**config.mk**
```make
export PLATFORM = sky130hd
export DESIGN_NAME = four_bit_seq_divider
export DESIGN_NICKNAME = d
export VERILOG_FILES = /design/src/rtl/four_bit_seq_divider_pkg.sv /design/src/rtl/four_bit_seq_divider_addsub.sv /design/src/rtl/four_bit_seq_divider.sv
export SDC_FILE = /design/constraint.sdc
export NUM_CORES = 1
export LEC_CHECK = 0
export CAP_MARGIN = 20
export CORE_AREA = 2 2 56 58
export DETAILED_ROUTE_END_ITERATION = 16
export DIE_AREA = 0 0 58 60
export HOLD_SLACK_MARGIN = 0.08
export PLACE_DENSITY_LB_ADDON = 0.25
export RECOVER_POWER = 100
export REMOVE_ABC_BUFFERS = 1
export SLEW_MARGIN = 20
export SYNTH_ARGS = -nofsm -noshare
export SYNTH_HDL_FRONTEND = slang
export SYNTH_HIERARCHICAL = 1
export SYNTH_SLANG_ARGS = --single-unit
export TNS_END_PERCENT = 30
```
**constraint.sdc**
```tcl
create_clock -name clk -period 1.9 [get_ports clk]
set_input_delay 0.19 -clock clk [delete_from_list [all_inputs] [get_ports clk]]
set_output_delay 0.19 -clock clk [all_outputs]
set_load 0.01 [all_outputs]
```
**src/rtl/four_bit_seq_divider_pkg.sv**
```systemverilog
// Shared types for the 4-bit sequential restoring divider.
// The package name is four_bit_div_pkg; this file holds the FSM state type and the iteration count.
package four_bit_div_pkg;

  localparam int N_ITER = 4;
  localparam int CNT_W  = $clog2(N_ITER);

  typedef enum logic [1:0] {
    IDLE = 2'd0,
    RUN  = 2'd1,
    DONE = 2'd2
  } state_t;

endpackage

```
**src/rtl/four_bit_seq_divider_addsub.sv**
```systemverilog
// 4-bit adder-subtractor: sum = a + (b ^ {4{subtract}}) + subtract.
// cout is the true carry, so for subtraction cout=1 means a >= b.
module four_bit_adder_subtractor (
  input  logic [3:0] a,
  input  logic [3:0] b,
  input  logic       subtract,
  output logic [3:0] sum,
  output logic       cout
);

  logic [3:0] b_x;

  assign b_x = b ^ {4{subtract}};
  assign {cout, sum} = {1'b0, a} + {1'b0, b_x} + {4'b0000, subtract};

endmodule

```
**src/rtl/four_bit_seq_divider.sv**
```systemverilog
// 4-bit unsigned sequential restoring divider: one quotient bit per RUN cycle, four RUN cycles per operation.
// Optional macro DIVZERO_DETECT_EN adds the div_zero port and a one-cycle short path for divisor 0.
module four_bit_seq_divider
  import four_bit_div_pkg::*;
(
  input  logic       clk,
  input  logic       rst_n,
  input  logic       start,
  input  logic [3:0] Dividend,
  input  logic [3:0] Divisor,
  output logic       busy,
  output logic       done,
  output logic [3:0] Quotient,
  output logic [3:0] Remainder,
`ifdef DIVZERO_DETECT_EN
  output logic       div_zero,
`endif
  output state_t     dbg_state
);

  // Handshake: start is a request that is taken only on a rising edge where the
  // FSM is IDLE (busy=0, done=0); there is no back-pressure and no queuing.
  // done is a one-cycle valid strobe; Quotient/Remainder stay stable afterwards
  // until the next operation completes.

  state_t           state, state_nxt;
  logic [3:0]       q_r, d_r, r_r;
  logic [CNT_W-1:0] cnt;

  logic       msb_out, cout, qb, last_iter;
  logic [3:0] s_val, trial, r_nxt, q_nxt;

  // One restoring step: shift {R,Q} left by one, trial-subtract D from the upper part.
  assign msb_out = r_r[3];
  assign s_val   = {r_r[2:0], q_r[3]};

  four_bit_adder_subtractor u_addsub (
    .a        (s_val),
    .b        (d_r),
    .subtract (1'b1),
    .sum      (trial),
    .cout     (cout)
  );

  // A set msb_out means the 5-bit partial remainder is >= 16 > D, so it always subtracts.
  assign qb        = msb_out | cout;
  assign r_nxt     = qb ? trial : s_val;
  assign q_nxt     = {q_r[2:0], qb};
  assign last_iter = (cnt == CNT_W'(N_ITER - 1));

  always_ff @(posedge clk or negedge rst_n) begin
    if (!rst_n) state <= IDLE;
    else        state <= state_nxt;
  end

  always_comb begin
    state_nxt = state;
    case (state)
      IDLE: begin
        if (start) begin
`ifdef DIVZERO_DETECT_EN
          state_nxt = (Divisor == 4'd0) ? DONE : RUN;
`else
          state_nxt = RUN;
`endif
        end
      end
      RUN:     if (last_iter) state_nxt = DONE;
      DONE:    state_nxt = IDLE;
      default: state_nxt = IDLE;
    endcase
  end

  always_ff @(posedge clk or negedge rst_n) begin
    if (!rst_n) begin
      q_r       <= '0;
      d_r       <= '0;
      r_r       <= '0;
      cnt       <= '0;
      Quotient  <= '0;
      Remainder <= '0;
`ifdef DIVZERO_DETECT_EN
      div_zero  <= 1'b0;
`endif
    end else begin
      case (state)
        IDLE: begin
          if (start) begin
            q_r <= Dividend;
            d_r <= Divisor;
            r_r <= '0;
            cnt <= '0;
`ifdef DIVZERO_DETECT_EN
            div_zero <= 1'b0;
            if (Divisor == 4'd0) begin
              Quotient  <= 4'hF;
              Remainder <= Dividend;
              div_zero  <= 1'b1;
            end
`endif
          end
        end
        RUN: begin
          q_r <= q_nxt;
          r_r <= r_nxt;
          cnt <= last_iter ? '0 : cnt + 1'b1;
          if (last_iter) begin
            Quotient  <= q_nxt;
            Remainder <= r_nxt;
          end
        end
        default: ;
      endcase
    end
  end

  assign busy      = (state == RUN);
  assign done      = (state == DONE);
  assign dbg_state = state;

endmodule

```
Yosys cells after proc, flatten, opt, wreduce, memory -nomap -nowiden
Index checks and enable logic that the tools add are counted.
{"block": "classes", "n_addsub": 3, "n_eq_ne": 5, "mux": 11, "bitwise": 2, "n_reduce_logical": 6}
{"operator": "one-hot mux 4 bit (2 select lines)", "n": 2}
{"operator": "2-to-1 mux 4 bit", "n": 3}
{"operator": "2-to-1 mux 2 bit", "n": 4}
{"operator": "one-hot mux 2 bit (2 select lines)", "n": 2}
{"operator": "AND reduction 2 bit", "n": 4}
{"operator": "adder 4 x 4 -> 5 bit", "n": 1}
{"operator": "adder 5 x 1 -> 5 bit, second input constant", "n": 1}
{"operator": "equality test 2 bit, second input constant", "n": 2}
{"operator": "inverter 4 bit", "n": 1}
{"operator": "adder 2 x 1 -> 2 bit, second input constant", "n": 1}
{"operator": "equality test 2 x 1 -> 1 bit, second input constant", "n": 1}
{"operator": "logical NOT 2 bit", "n": 1}
{"operator": "!= test 2 x 1 -> 1 bit, second input constant", "n": 1}
{"operator": "!= test 2 bit, second input constant", "n": 1}
{"operator": "nonzero test 2 bit", "n": 1}
{"operator": "bitwise OR 1 bit", "n": 1}
{"block": "totals", "regBits": 24, "in_bits": 11, "out_inout_bits": 12}

Logic depth before layout (Yosys ltp)
Gate-level depths: netlist (run 1).
{"block": "depth", "depth_word": 6, "ltp_mapped": 7}

Hierarchy
The synthesis (run 1) kept the hierarchy.
{"module": "four_bit_seq_divider", "instances": 1, "cells_each": 91, "area_each_um2": 1058.5}
{"module": "four_bit_adder_subtractor", "instances": 1, "cells_each": 20, "area_each_um2": 185.2}

Worst setup path before layout (run 1)
No wires, ideal clock.
{"block": "synth_path", "path_kind": "register to register", "startpoint": "register d_r[0]", "endpoint": "register r_r[0]", "setup_ns": 0.125, "arrival_time_ns": 1.894, "t_required_ns": 1.775, "path_slack_ns": -0.119, "stages_incl_launch_ff": 8, "synth_period_minus_slack_ns": 2.019, "path_cell_list": "dfrtp_1 > mux2_4 > fa_1 > a21oi_1 > o21bai_1 > nor2_2 > mux2i_1 > o22ai_1"}
{"block": "synth_via", "elab_chain_len": 6}
{"item": "from (decl)", "line": "four_bit_seq_divider.sv:27", "text": "logic [3:0] q_r, d_r, r_r;"}
{"item": "from (signal assigned)", "line": "four_bit_seq_divider.sv:90", "text": "d_r <= Divisor;"}
{"item": "inverter 4 bit (no source line)"}
{"item": "adder 4 x 4 -> 5 bit", "line": "four_bit_seq_divider_addsub.sv:14", "text": "assign {cout, sum} = {1'b0, a} + {1'b0, b_x} + {4'b0000, subtract};"}
{"item": "adder 5 x 1 -> 5 bit", "line": "four_bit_seq_divider_addsub.sv:14"}
{"item": "named net cout", "line": "four_bit_seq_divider.sv:30", "text": "logic msb_out, cout, qb, last_iter;"}
{"item": "bitwise OR 1 bit", "line": "four_bit_seq_divider.sv:46", "text": "assign qb = msb_out | cout;"}
{"item": "2-to-1 mux 4 bit", "line": "four_bit_seq_divider.sv:47", "text": "assign r_nxt = qb ? trial : s_val;"}
{"item": "one-hot mux 4 bit (2 select lines)", "line": "four_bit_seq_divider.sv:86", "text": "case (state)"}
{"item": "to (signal assigned)", "line": "four_bit_seq_divider.sv:105", "text": "r_r <= r_nxt;"}
{"item": "to (decl)", "line": "four_bit_seq_divider.sv:27"}
The timed path passes the listed nets, and every way through them passes these cells.
A chain may end at the register's enable or synchronous reset.

Worst setup path in the final report (run 1)
{"block": "layout_path", "startpoint": "register d_r[0]", "endpoint": "register r_r[2]"}
The elaborated chain is that of the path after synthesis.

==> reports/metrics.sh, run 1 <==
STATUS='finished with violations'
FAILED_CHECKS='setup timing'
DETAIL_ROUTE.ITER0.VIOLATIONS=14
ROUTABILITY_CONGESTION_ESTIMATE=0.809
FINAL_LAYOUT_SIZE_SUFFIX_GT1_SHARE_PCT=23.2
DIODES=0
CLOCK_TREE.ROOT_CELL='clkbuf_4'
SYNTH.LIB_CELLS_USED.DISTINCT=32
RR_WORST_DEPTH=7
FIN_AREA_UM2=1670
HOLDCRITSTARTPOINT='Divisor[3]'
REGISTER_AREA_UM2=601
MAX_SLEW_MARGIN_PCT=15.4
PERIOD_SHARE_PCT=107
SYNTH-SEQ-CELLS=24
RSZ_0062_RAISED_AFTER_GLOBAL_ROUTING='true'
FLOORPLAN.INITIALDENSITY_PCT=42.8
CRITPATHLAUNCH='d_r[0]$_DFFE_PN0P_'
VIAS_PER_CELL=5.17
TOTALPOWERFINAL_mW=3.28
CORE_REGION_AREA_UM2=2900
FINALCLOCKSKEW_PS=15.1
LAYOUT.CELLS.MOST_COMMON='dfrtp_1'
MIN_PATH_TYPE='input pin to flop'
ANT_NETS=0
SETUP_VIOL_COUNT_FINAL=9
CELL_DEPTH_OF_THE_WORST_MIN_DELAY_PATH=2
DRC_VIOLATIONS_LEFT=0
PEAK_SUPPLY_DROP_V=0.00102
FP.DIEAREA_UM2=3480
CRITICAL_PATH.MAX_FANOUT=6
ROUTED_WL_UM=2530
DIE_HEIGHT_UM=60
POWER.LEAKAGE_nW=0.793
PORTBUFFERS=22
CRIT_PATH_LAUNCH_TYPE='flop'
FINAL-HOLD-VIOLATION-COUNT=0
LAYOUT.CELLS.MOST_COMMON_LIST='dfrtp_1 (24), nand2_1 (15), buf_4 (13)'
MULTI_INPUT_COMB_AREA_UM2=634
CRITPATHCAPTURETYPE='flop'
VIA_COUNT_OF_THE_FIRST_GLOBAL_ROUTING_PASS=985
YS_ASYNC_SR_FRACTION_PCT=100
ANTENNA_VIOLATIONS_BEFORE_REPAIR=0
SYNTH_AREA_UM2=1240
MAX_CLOCK_FREQ_MHz=493
VIA_COUNT=951
FLOW.AREA_GROWTH_FROM_SYNTHESIS_PCT=34.2
TIMING.MAX_CAP.VIOLATIONS=0
GRT_MAX_DEGREE=25
SYNTH_WARNINGS=6
P_PER_AREA_nW_PER_UM2=1960
WHS_PS=469
CLK_PIN_SLEW_PS=140
DETAIL_ROUTE.FIRST_PASS.ITERATIONS=6
WORST_CASE_SETUP_SLACK_AFTER_PLACEMENT_PS=-250
SYNTH_TOP_FLOP_CELL='dfrtp_1'
TIMING.FINAL.MAX_SLEW_VIOLATIONS=0
GRTUSAGETOTAL_PCT=16.7
SYNTH_TOP_CELL_AREA_SHARE_PCT=48.3
STDCELL_COUNT=184
FINAL_CORE_UTILIZATION_PCT=57.5
TIGHTESTPINTRANSITION_PS=1270
GLOBAL_ROUTE_WIRE_LENGTH_BEFORE_REPAIR_UM=4330
SYNTH_TOP_CELLS_BY_AREA='dfrtp_1 (48%), mux2_2 (6.3%), nand2_1 (4.5%)'
SYNTH.AVG_CELL_AREA_UM2=11.2
WP_DATA_ARRIVAL_PS=2220
SYNTHESIS.INSTANCES=111
CLOCKBUFFERDEPTH=2
CTS_MAX_LEVEL=1
FP-ROW-COUNT=20
ROUTEDWLPERCELL_UM=13.8
CTS-BUFFERS-INSERTED=3
DESIGN.FINAL.NETS=168
SYNTH-SEQ-AREA-SHARE_PCT=48.3
DP.FINAL_HPWL_UM=1850
FILLERS=258
TRITONCTS='yes'
NUMBER_OF_ENABLE_TYPE_REGISTER_CELLS_IN_THE_SYNTHESIZED_NETLIST=0
FINAL.SETUP.WORST_SLACK_PS=-127
LAUNCH_POINT_OF_THE_WORST_REG_TO_REG_PATH='d_r[0]$_DFFE_PN0P_'
TOP_LEVEL_PORTS=23
YOSYS.AREA.TOP_TYPE='dfrtp_1'
POST_DP_CELL_AREA_UM2=1580
DP.CELLS=177
FINAL.MIN_CLOCK_PERIOD_PS=2030
WORST-ENDPOINT-REQUIRED_PS=2100
CRITPATHKIND='flop to flop'
INSERTION_DELAY_PS=320
TRITONCTS_NUM_SINKS=24
FLOORPLAN.DIE.WIDTH_UM=58
FIN_SETUP_TNS_PS=-871
GLOBALROUTE.TOTALOVERFLOW=0
==> final cells by class <==
cell class              instances  share of cell area, %
clock inverters                 1                   1.80
flip-flops and latches         24                   36.0
multi-input cells              82                   38.0
well taps                      33                   2.47
repair buffers                 37                   19.5
clock buffers                   3                   1.35
inverters                       4                  0.900
==> kinds of logic (layout without fill, tap and decap cells) <==
group,count (synthesis),in the layout,synth area share (%)
simple gates,29,29,14.8
compound gates,27,27,13.0
flops,24,24,48.3
mux,12,12,10.8
buf+inv,8,45,3.72
fa+ha+maj,5,5,5.63
xor+xnor,5,5,3.52
other cells,1,4,0.302
==> worst paths after layout <==
kind	endpoint	slack [ps]
worst max-delay path	r_r[2]$_DFFE_PN0P_	-130
worst min register to register	Quotient[0]$_DFFE_PN0P_	490
worst min-delay path	d_r[3]$_DFFE_PN0P_	470
worst max register to register	r_r[2]$_DFFE_PN0P_	-130
min in group asynchronous	q_r[1]$_DFFE_PN0P_	640
max in group asynchronous	Remainder[1]$_DFFE_PN0P_	490
==> per-layer routing <==
layer	global-route usage, %	routed length [um]	vias to the layer above
li1	-	-	468
met3	2.60	68	4
met5	0	0	-
met1	19.3	1080	464
met4	5.98	33	0
met2	31.0	1350	15
==> worst max-delay path, cell delays in order (launching register included) <==
cell and delay (ps):
dfrtp_1 400, mux2_4 330, fa_2 360, a21oi_2 170, o21bai_2 110, nor2_4 200
mux2i_1 260, o22ai_1 100
==> synthesized netlist by cell type (all sizes together) (4+ instances only) <==
master and number:
dfrtp 24, nand2 15, o21ai 10, mux2 8, a21oi 5, xor2 5, buf 4, ha 4
inv 4, mux2i 4, o22ai 4
==> power by group <==
group,internal [mW],switching [mW]
combinational,1.03,0.954
sequential,0.758,0.162
clock,0.213,0.158
total,2.00,1.27
==> registers in the layout, indices dropped and copies added (netlist names) <==
| signal | flops |
|---|---|
| Remainder | 4 |
| dbg_state | 2 |
| cnt | 2 |
| q_r | 4 |
| r_r | 4 |
| Quotient | 4 |
| d_r | 4 |
==> repair_timing <==
item | in CTS | in global routing
endpoints found under the setup margin | 9 | 10
hold buffers | 0 | 0
setup buffers | 3 | 0
cloned | 0 | 0
pin swaps | 5 | 0
gates resized for setup | 9 | 2
Note: power is estimated with default switching activity, not from simulation.
==> run 2, diff against run 1 <==
--- a/config.mk
+++ b/config.mk
@@ -5,15 +5,14 @@
 export SDC_FILE = /design/constraint.sdc
 export NUM_CORES = 1
 export LEC_CHECK = 0
-export CAP_MARGIN = 20
 export CORE_AREA = 2 2 56 58
 export DETAILED_ROUTE_END_ITERATION = 16
 export DIE_AREA = 0 0 58 60
 export HOLD_SLACK_MARGIN = 0.08
-export PLACE_DENSITY_LB_ADDON = 0.25
+export PLACE_DENSITY = 0.68
 export RECOVER_POWER = 100
 export REMOVE_ABC_BUFFERS = 1
-export SLEW_MARGIN = 20
+export SLEW_MARGIN = 40
 export SYNTH_ARGS = -nofsm -noshare
 export SYNTH_HDL_FRONTEND = slang
 export SYNTH_HIERARCHICAL = 1
==> run 2 against run 1 <==
The run still ends with setup timing left. Die area unchanged. Utilization increased by 0.17 points. Flip-flop and latch count unchanged. Critical path depth increased by 1. Fmax about the same. Critical path type unchanged.
==> reports/metrics.sh, run 2 (synthesis results as in run 1) <==
VIA_COUNT=968
WORST-ENDPOINT-REQUIRED_PS=2120
FLOORPLAN.DIE.WIDTH_UM=58
WORST_CASE_SETUP_SLACK_AFTER_PLACEMENT_PS=-205
ROUTED_WL_UM=2480
CLOCKBUFFERDEPTH=2
PEAK_SUPPLY_DROP_V=0.00125
FIN_SETUP_TNS_PS=-882
DP.CELLS=177
INSERTION_DELAY_PS=320
DP.FINAL_HPWL_UM=1890
RSZ_0062_RAISED_AFTER_GLOBAL_ROUTING='true'
STDCELL_COUNT=182
CTS_MAX_LEVEL=1
MAX_CLOCK_FREQ_MHz=493
FLOW.AREA_GROWTH_FROM_SYNTHESIS_PCT=34.6
DETAIL_ROUTE.ITER0.VIOLATIONS=10
FINALCLOCKSKEW_PS=6.22
FINAL-HOLD-VIOLATION-COUNT=0
NET_SWITCHING_mW=1.30
SETUP.REG_TO_REG.WORST_SLACK_PS=-130
TRITONCTS='yes'
P_PER_AREA_nW_PER_UM2=2000
DIE_HEIGHT_UM=60
VIA_COUNT_OF_THE_FIRST_GLOBAL_ROUTING_PASS=908
DRC_VIOLATIONS_LEFT=0
POWER.SHARE.SEQUENTIAL_PCT=28.5
FP-ROW-COUNT=20
CRIT_PATH_LAUNCH_TYPE='flop'
WP_DATA_ARRIVAL_PS=2240
SHARE_COMB_OF_TOTAL_POWER_PCT=60.4
CRIT_PATH_MAX_INCR_DELAY_PS=400
FINAL.MIN_CLOCK_PERIOD_PS=2030
PERIOD_SHARE_PCT=107
ANT_NETS=0
CRITICAL_PATH.SLOWEST_CELL='dfrtp_1'
FINAL_LAYOUT_SIZE_SUFFIX_GT1_SHARE_PCT=25.5
POWER.LEAKAGE_nW=0.782
TRITONCTS_NUM_SINKS=24
POST_DP_CELL_AREA_UM2=1580
ROUTABILITY_CONGESTION_ESTIMATE=0.788
LAUNCH_POINT_OF_THE_WORST_REG_TO_REG_PATH='d_r[0]$_DFFE_PN0P_'
CRITPATHCAPTURETYPE='flop'
CRITPATHKIND='flop to flop'
MIN_PATH_TYPE='input pin to flop'
CORE_REGION_AREA_UM2=2900
FLOORPLAN.INITIALDENSITY_PCT=42.8
FINAL_CORE_UTILIZATION_PCT=57.7
DESIGN.FINAL.NETS=166
GLOBALROUTE.TOTALOVERFLOW=0
VIAS_PER_CELL=5.32
CELL_DEPTH_OF_THE_WORST_MIN_DELAY_PATH=2
CTS-BUFFERS-INSERTED=3
RR_WORST_DEPTH=8
SETUP_VIOL_COUNT_FINAL=9
TIGHTESTPINTRANSITION_PS=1270
STATUS='finished with violations'
TOP_LEVEL_PORTS=23
FIN_AREA_UM2=1670
FAILED_CHECKS='setup timing'
LAYOUT.CELLS.MOST_COMMON_LIST='dfrtp_1 (23), nand2_1 (15), dlygate4sd3_1 (12)'
WORSTPATHCELLLIST='mux2_4 > fa_2 > a21oi_2 > o21bai_2 > nor2_2 > buf_6 > mux2i_2 > o22ai_1'
GRT_MAX_DEGREE=25
CLOCKPOWERSHARE_PCT=11.1
GRTUSAGETOTAL_PCT=15.1
DETAIL_ROUTE.FIRST_PASS.ITERATIONS=4
MAX_SLEW_MARGIN_PCT=15.5
DIODES=0
HOLDPATHEND='d_r[3]$_DFFE_PN0P_'
CRITICAL_PATH.MAX_FANOUT=6
HOLDCRITSTARTPOINT='Divisor[3]'
FINAL.SETUP.WORST_SLACK_PS=-129
FP.DIEAREA_UM2=3480
CLK_PIN_SLEW_PS=130
NETSWITCHINGFRACTION_PCT=38.7
INTPOWER_mW=2.06
TIMING.MAX_CAP.VIOLATIONS=0
GLOBAL_ROUTE_WIRE_LENGTH_BEFORE_REPAIR_UM=4040
CRITICAL_PATH.REG2REG.ENDPOINT='r_r[0]$_DFFE_PN0P_'
ANTENNA_VIOLATIONS_BEFORE_REPAIR=0
ROUTEDWLPERCELL_UM=13.6
PORTBUFFERS=22
LAYOUT.CELLS.MOST_COMMON='dfrtp_1'
TIMING.FINAL.MAX_SLEW_VIOLATIONS=0
CLOCK_TREE.ROOT_CELL='clkbuf_4'
## run 2: cell types whose count changed in the layout (fill, tap and decap cells not counted), moves of 2 or more
cell | previous run | this run
mux2i_1 | 3 | 1
buf_4 | 13 | 11
o21ai_1 | 2 | 5
o21ai_0 | 8 | 5
## run 2: power groups by stage
stage                     clock network, mW  logic, mW  registers [mW]
final                                 0.372       2.03           0.957
after CTS                             0.376       1.88           0.959
after global routing                  0.394       2.23           0.995
after detailed placement                  0       1.76           0.969
after floorplan                           0       1.01           0.994
after global placement                    0       1.70           0.956
## run 2: timing repair
action                     in CTS  in global routing
setup endpoints to repair      10                 10
setup buffers                   0                  1
pin swaps                       2                  3
hold buffers                    0                  0
gates resized for setup        10                 10
## run 2: layer usage
| metal | vias up | wire (um) | global-route usage [%] |
|---|---|---|---|
| met5 | - | 0 | 0 |
| met1 | 470 | 1080 | 18.8 |
| met2 | 28 | 1260 | 26.9 |
| met3 | 0 | 134 | 4.55 |
| met4 | 0 | 0 | 0.997 |
| li1 | 470 | - | - |
## run 2: worst max-delay path by stage
stage / start / endpoint / slack (ps) / cells past startpoint
after floorplan: d_r[0]$_DFFE_PN0P_ / r_r[0]$_DFFE_PN0P_ / -130 / 7
after global placement: d_r[0]$_DFFE_PN0P_ / Remainder[0]$_DFFE_PN0P_ / -160 / 8
after detailed placement: d_r[0]$_DFFE_PN0P_ / Remainder[0]$_DFFE_PN0P_ / -200 / 8
after CTS: d_r[0]$_DFFE_PN0P_ / r_r[0]$_DFFE_PN0P_ / -110 / 8
after global routing: d_r[0]$_DFFE_PN0P_ / r_r[0]$_DFFE_PN0P_ / -230 / 8
final: d_r[0]$_DFFE_PN0P_ / r_r[0]$_DFFE_PN0P_ / -130 / 8
## run 2: metrics by stage
step,total power [mW],hold slack (ps)
2_1_floorplan,2.00,-106
3_3_place_gp,2.65,463
3_5_place_dp,2.73,477
4_1_cts,3.21,209
5_1_grt,3.61,477
6_report,3.36,474
## run 2: area by class of cell
type,count,area (um2)
sequential,24,602
timing repair buffer,35,318
clock buffer,3,22.5
tap,33,41.3
multi-input combinational,82,646
fill,260,1230
inverter,4,15.0
clock inverter,1,30.0
## run 2: critical path: cells and delay by family (launching register included)
kind	cells	cell delay (ps)
AOI/OAI and AO/OA	3	360
DFF	1	400
and+or+nand+nor	1	100
buffers and inverters	1	150
muxes	2	570
adders and majority gates	1	350
==> run 3, diff against run 2 <==
--- a/config.mk
+++ b/config.mk
@@ -5,13 +5,14 @@
 export SDC_FILE = /design/constraint.sdc
 export NUM_CORES = 1
 export LEC_CHECK = 0
-export CORE_AREA = 2 2 56 58
+export CORE_AREA = 2 2 64 51
 export DETAILED_ROUTE_END_ITERATION = 16
-export DIE_AREA = 0 0 58 60
+export DIE_AREA = 0 0 66 53
 export HOLD_SLACK_MARGIN = 0.08
 export PLACE_DENSITY = 0.68
 export RECOVER_POWER = 100
 export REMOVE_ABC_BUFFERS = 1
+export SKIP_CTS_REPAIR_TIMING = 1
 export SLEW_MARGIN = 40
 export SYNTH_ARGS = -nofsm -noshare
 export SYNTH_HDL_FRONTEND = slang
==> run 3 against run 2 <==
The flow still finishes with violations (setup timing). Combinational power shrank 3%. Worst hold slack improved by 6.7 ps. Utilization rose by 1.9 points. Die area increased by 0.52%. Sequential power is 0.9% higher. Critical endpoint unchanged.
==> reports/metrics.sh, run 3 (synthesis results as in run 1) <==
PERIOD_SHARE_PCT=105
CTS-BUFFERS-INSERTED=3
FIN_SETUP_TNS_PS=-633
CRIT_PATH_LAUNCH_TYPE='flop'
DESIGN.FINAL.NETS=166
CRITICAL_PATH.REG2REG.ENDPOINT='r_r[0]$_DFFE_PN0P_'
DP.FINAL_HPWL_UM=1870
LAUNCH_POINT_OF_THE_WORST_REG_TO_REG_PATH='d_r[0]$_DFFE_PN0P_'
CTS_MAX_LEVEL=1
TIMING.MAX_CAP.VIOLATIONS=0
FP.DIEAREA_UM2=3500
ANT_NETS=0
CLK_PIN_SLEW_PS=80
DETAIL_ROUTE.ITER0.VIOLATIONS=34
FINAL.MIN_CLOCK_PERIOD_PS=1990
TIGHTESTPINTRANSITION_PS=1270
ROUTABILITY_CONGESTION_ESTIMATE=0.868
DETAIL_ROUTE.FIRST_PASS.ITERATIONS=4
WORST_CASE_SETUP_SLACK_AFTER_PLACEMENT_PS=-222
CRITPATHCAPTURETYPE='flop'
POST_DP_CELL_AREA_UM2=1580
CRITPATHKIND='flop to flop'
WP_DATA_ARRIVAL_PS=2150
SETUP_VIOL_COUNT_FINAL=8
CLOCK_TREE.ROOT_CELL='clkbuf_8'
GLOBAL_ROUTE_WIRE_LENGTH_BEFORE_REPAIR_UM=4300
POWER.LEAKAGE_nW=0.789
FIN_AREA_UM2=1700
TRITONCTS='yes'
PORTBUFFERS=22
HOLDPATHEND='Remainder[2]$_DFFE_PN0P_'
DP.CELLS=182
FLOW.AREA_GROWTH_FROM_SYNTHESIS_PCT=36.5
FP-ROW-COUNT=17
STATUS='finished with violations'
SETUP.REG_TO_REG.WORST_SLACK_PS=-90
FAILED_CHECKS='setup timing'
MAX_SLEW_MARGIN_PCT=15.3
RSZ_0062_RAISED_AFTER_GLOBAL_ROUTING='true'
DIE_HEIGHT_UM=53
RR_WORST_DEPTH=7
LAYOUT.CELLS.MOST_COMMON_LIST='dfrtp_1 (24), nand2_1 (15), dlygate4sd3_1 (12), buf_4 (12), clkdlybuf4s50_1 (10)'
TOP_LEVEL_PORTS=23
TIMING.FINAL.MAX_SLEW_VIOLATIONS=0
FINAL-HOLD-VIOLATION-COUNT=0
TRITONCTS_NUM_SINKS=24
FINAL_CORE_UTILIZATION_PCT=59.6
CELL_DEPTH_OF_THE_WORST_MIN_DELAY_PATH=2
DRC_VIOLATIONS_LEFT=0
P_PER_AREA_nW_PER_UM2=1990
STDCELL_COUNT=187
MAX_CLOCK_FREQ_MHz=502
DIODES=0
WHS_PS=480
FINALCLOCKSKEW_PS=3.06
FLOORPLAN.INITIALDENSITY_PCT=43.6
PEAK_SUPPLY_DROP_V=0.00105
GRT_MAX_DEGREE=25
CRITICAL_PATH.MAX_FANOUT=6
FINAL_LAYOUT_SIZE_SUFFIX_GT1_SHARE_PCT=24.2
GRTUSAGETOTAL_PCT=16.3
VIA_COUNT=952
MIN_PATH_TYPE='flop to flop'
WORST-ENDPOINT-REQUIRED_PS=2060
LAYOUT.CELLS.MOST_COMMON='dfrtp_1'
VIAS_PER_CELL=5.09
FLOORPLAN.DIE.WIDTH_UM=66
FINAL.SETUP.WORST_SLACK_PS=-92.9
HOLDCRITSTARTPOINT='Remainder[2]$_DFFE_PN0P_'
CLOCKBUFFERDEPTH=2
INSERTION_DELAY_PS=270
ANTENNA_VIOLATIONS_BEFORE_REPAIR=0
CRITPATHLAUNCH='d_r[0]$_DFFE_PN0P_'
VIA_COUNT_OF_THE_FIRST_GLOBAL_ROUTING_PASS=908
GLOBALROUTE.TOTALOVERFLOW=0
CORE_REGION_AREA_UM2=2850
ROUTEDWLPERCELL_UM=13.2
ROUTED_WL_UM=2470
TOTALPOWERFINAL_mW=3.38
-- run 3: worst max-delay path: stages, from the launching register on --
cell	delay (ps)
dfrtp_1	370
mux2_4	320
fa_2	350
a21oi_2	160
o21bai_2	100
nor2_4	210
mux2i_2	280
o22ai_1	100
-- run 3: how the worst max path moves through the flow --
stage                                     to
finish                    r_r[0]$_DFFE_PN0P_
global route              r_r[2]$_DFFE_PN0P_
CTS                       r_r[2]$_DFFE_PN0P_
detailed placement  Remainder[0]$_DFFE_PN0P_
global placement    Remainder[1]$_DFFE_PN0P_
floorplan                 r_r[0]$_DFFE_PN0P_
-- run 3: report_power, final --
group          leakage, nW  switching [mW]  total, mW  internal (mW)
Clock               0.0357           0.159      0.441          0.282
Combinational        0.457           0.917       1.97           1.06
Sequential           0.296           0.206      0.966          0.760
-- run 3: final cells by class --
cell class              instances  area, um2
clock buffers                   3       41.3
clock inverters                 1       30.0
fillers                       255       1150
inverters                       4       15.0
multi-input cells              82        649
flip-flops and latches         24        601
well taps                      38       47.5
repair buffers                 35        314
-- run 3: layer usage --
layer	up-vias	share of wire (%)	global-route usage, %
li1	465	-	-
met1	462	48	21.7
met2	23	46	26.8
met3	2	5.3	4.47
met4	0	0.53	3.06
met5	-	0	0
==> RTL edit, RTL diff (settings of run 1) <==
Register the input `start` before use, without a reset. The logic sees it one clock later. The other inputs are not delayed to match.
--- a/src/rtl/four_bit_seq_divider.sv
+++ b/src/rtl/four_bit_seq_divider.sv
@@ -18,4 +18,10 @@
   output state_t     dbg_state
 );
+
+  logic start_q;
+
+  always_ff @(posedge clk) begin
+    start_q <= start;
+  end
 
   // Handshake: start is a request that is taken only on a rising edge where the
@@ -58,5 +64,5 @@
     case (state)
       IDLE: begin
-        if (start) begin
+        if (start_q) begin
 `ifdef DIVZERO_DETECT_EN
           state_nxt = (Divisor == 4'd0) ? DONE : RUN;
@@ -86,5 +92,5 @@
       case (state)
         IDLE: begin
-          if (start) begin
+          if (start_q) begin
             q_r <= Dividend;
             d_r <= Divisor;
Check against the original RTL: not equivalent (Yosys sat finds a counterexample within 4 cycles, from zero or initial values and one cycle with rst_n low).
==> RTL edit against run 1 <==
Via count unchanged. Synthesized cell count did not move. Total power down 8.2%. Clock skew fell by 0.012 ns. The flow still finishes with violations (setup timing). Cell area decreased by 0.38%. Largest cell class unchanged. Critical endpoint is now r_r[1]$_DFFE_PN0P_. Largest power group unchanged. Area after synthesis up 2.2%. Worst hold slack lost 0.061 ns. Setup slack lost 0.016 ns. Sequential cell count rose by 1. Routed wire length decreased by 0.20%.
==> RTL edit: results (changes against run 1) <==
mux share of post-synthesis cell area=0.1053 (-0.002331); worst r2r dst=r_r[1]$_DFFE_PN0P_; clock sink count=25 (+4.2%); drt first pass iters=4 (-2); fin cells=180 (-2.2%); final setup violation count=11 (+2); ClkCell Share=0.01655 (-0.01493); unique cell type count in the Yosys netlist=39 (+22%); Comb power frac=0.604 (-0.002); grt met3 use=0.02814 (+0.002165); Multi-input gate area=668.1 µm² (+5.3%); number of non-clock buffers=32 (-14%); GRT Total Usage=0.1596 (-0.007107); Synth async-reset ratio=0.9600 (-0.04000); Hold Crit Endpoint=start_q$_DFF_P_; net switching power=1.218 mW (-4.4%); LEAKAGE=0.7728 nW (-2.6%); complex-gate fraction of the synthesized area=0.1447 (+0.01491); status=complete, but fails checks; failing checks=setup timing; Final GP Congestion=0.8067 (-0.33%); Post-Synth Adder-Cell Area=0.05512 (-0.001220); Final Skew=0.003329 ns (-0.01179 ns); Worst VDD drop=0.0009519 V (-6.8%); hold slack final=0.4075 ns (-0.06118 ns); Place WS=-0.2036 ns (+0.04657 ns); HPWL after DPL=1.869 mm (+0.87%); Worst Max-Slew Pin Slew=1.297 ns (+0.02739 ns); share of cells above drive strength 1=0.1973 (-0.03451); final worst slack=-0.1425 ns (-0.01574 ns); FILL cells=275 (+6.6%); final WL=2.525 mm (-0.20%); Seq/Total Area, Yosys=0.4882 (+0.005292); signal buffers share of area=0.1731 (-0.02184); Initial DRC Count=15 (+1); setup bufs post-CTS=1 (-2); XOR/XNOR Fraction of Synth Area=0.03445 (-0.0007624)
RTL edit: metrics by stage:
step | utilization | power (mW) | setup TNS [ns] | instance area, µm²
5_1_grt | 0.5728 | 3.242 | -2.083 | 1663
2_1_floorplan | - | 1.983 | -0.2576 | 1265
3_3_place_gp | 0.5491 | 2.556 | -0.5615 | 1594
6_report | 0.5728 | 3.008 | -0.8764 | 1663
3_5_place_dp | 0.5491 | 2.615 | -1.404 | 1594
4_1_cts | 0.5694 | 2.957 | -0.6822 | 1653
RTL edit: worst max-delay path: cells and delay by family (launching register included):
family	cells	cell delay [ns]
AO/OA/AOI/OAI	3	0.38
adder cells (fa/ha/maj)	1	0.36
multiplexers	2	0.59
AND/OR/NAND/NOR	1	0.21
flip-flops	1	0.39
RTL edit: per-layer routing:
metal / vias up / share of wire / wire length (µm)
li1: 463 / - / -
met1: 468 / 0.44 / 1112
met2: 14 / 0.52 / 1311
met3: 6 / 0.021 / 53
met4: 0 / 0.019 / 47
met5: - / 0 / 0
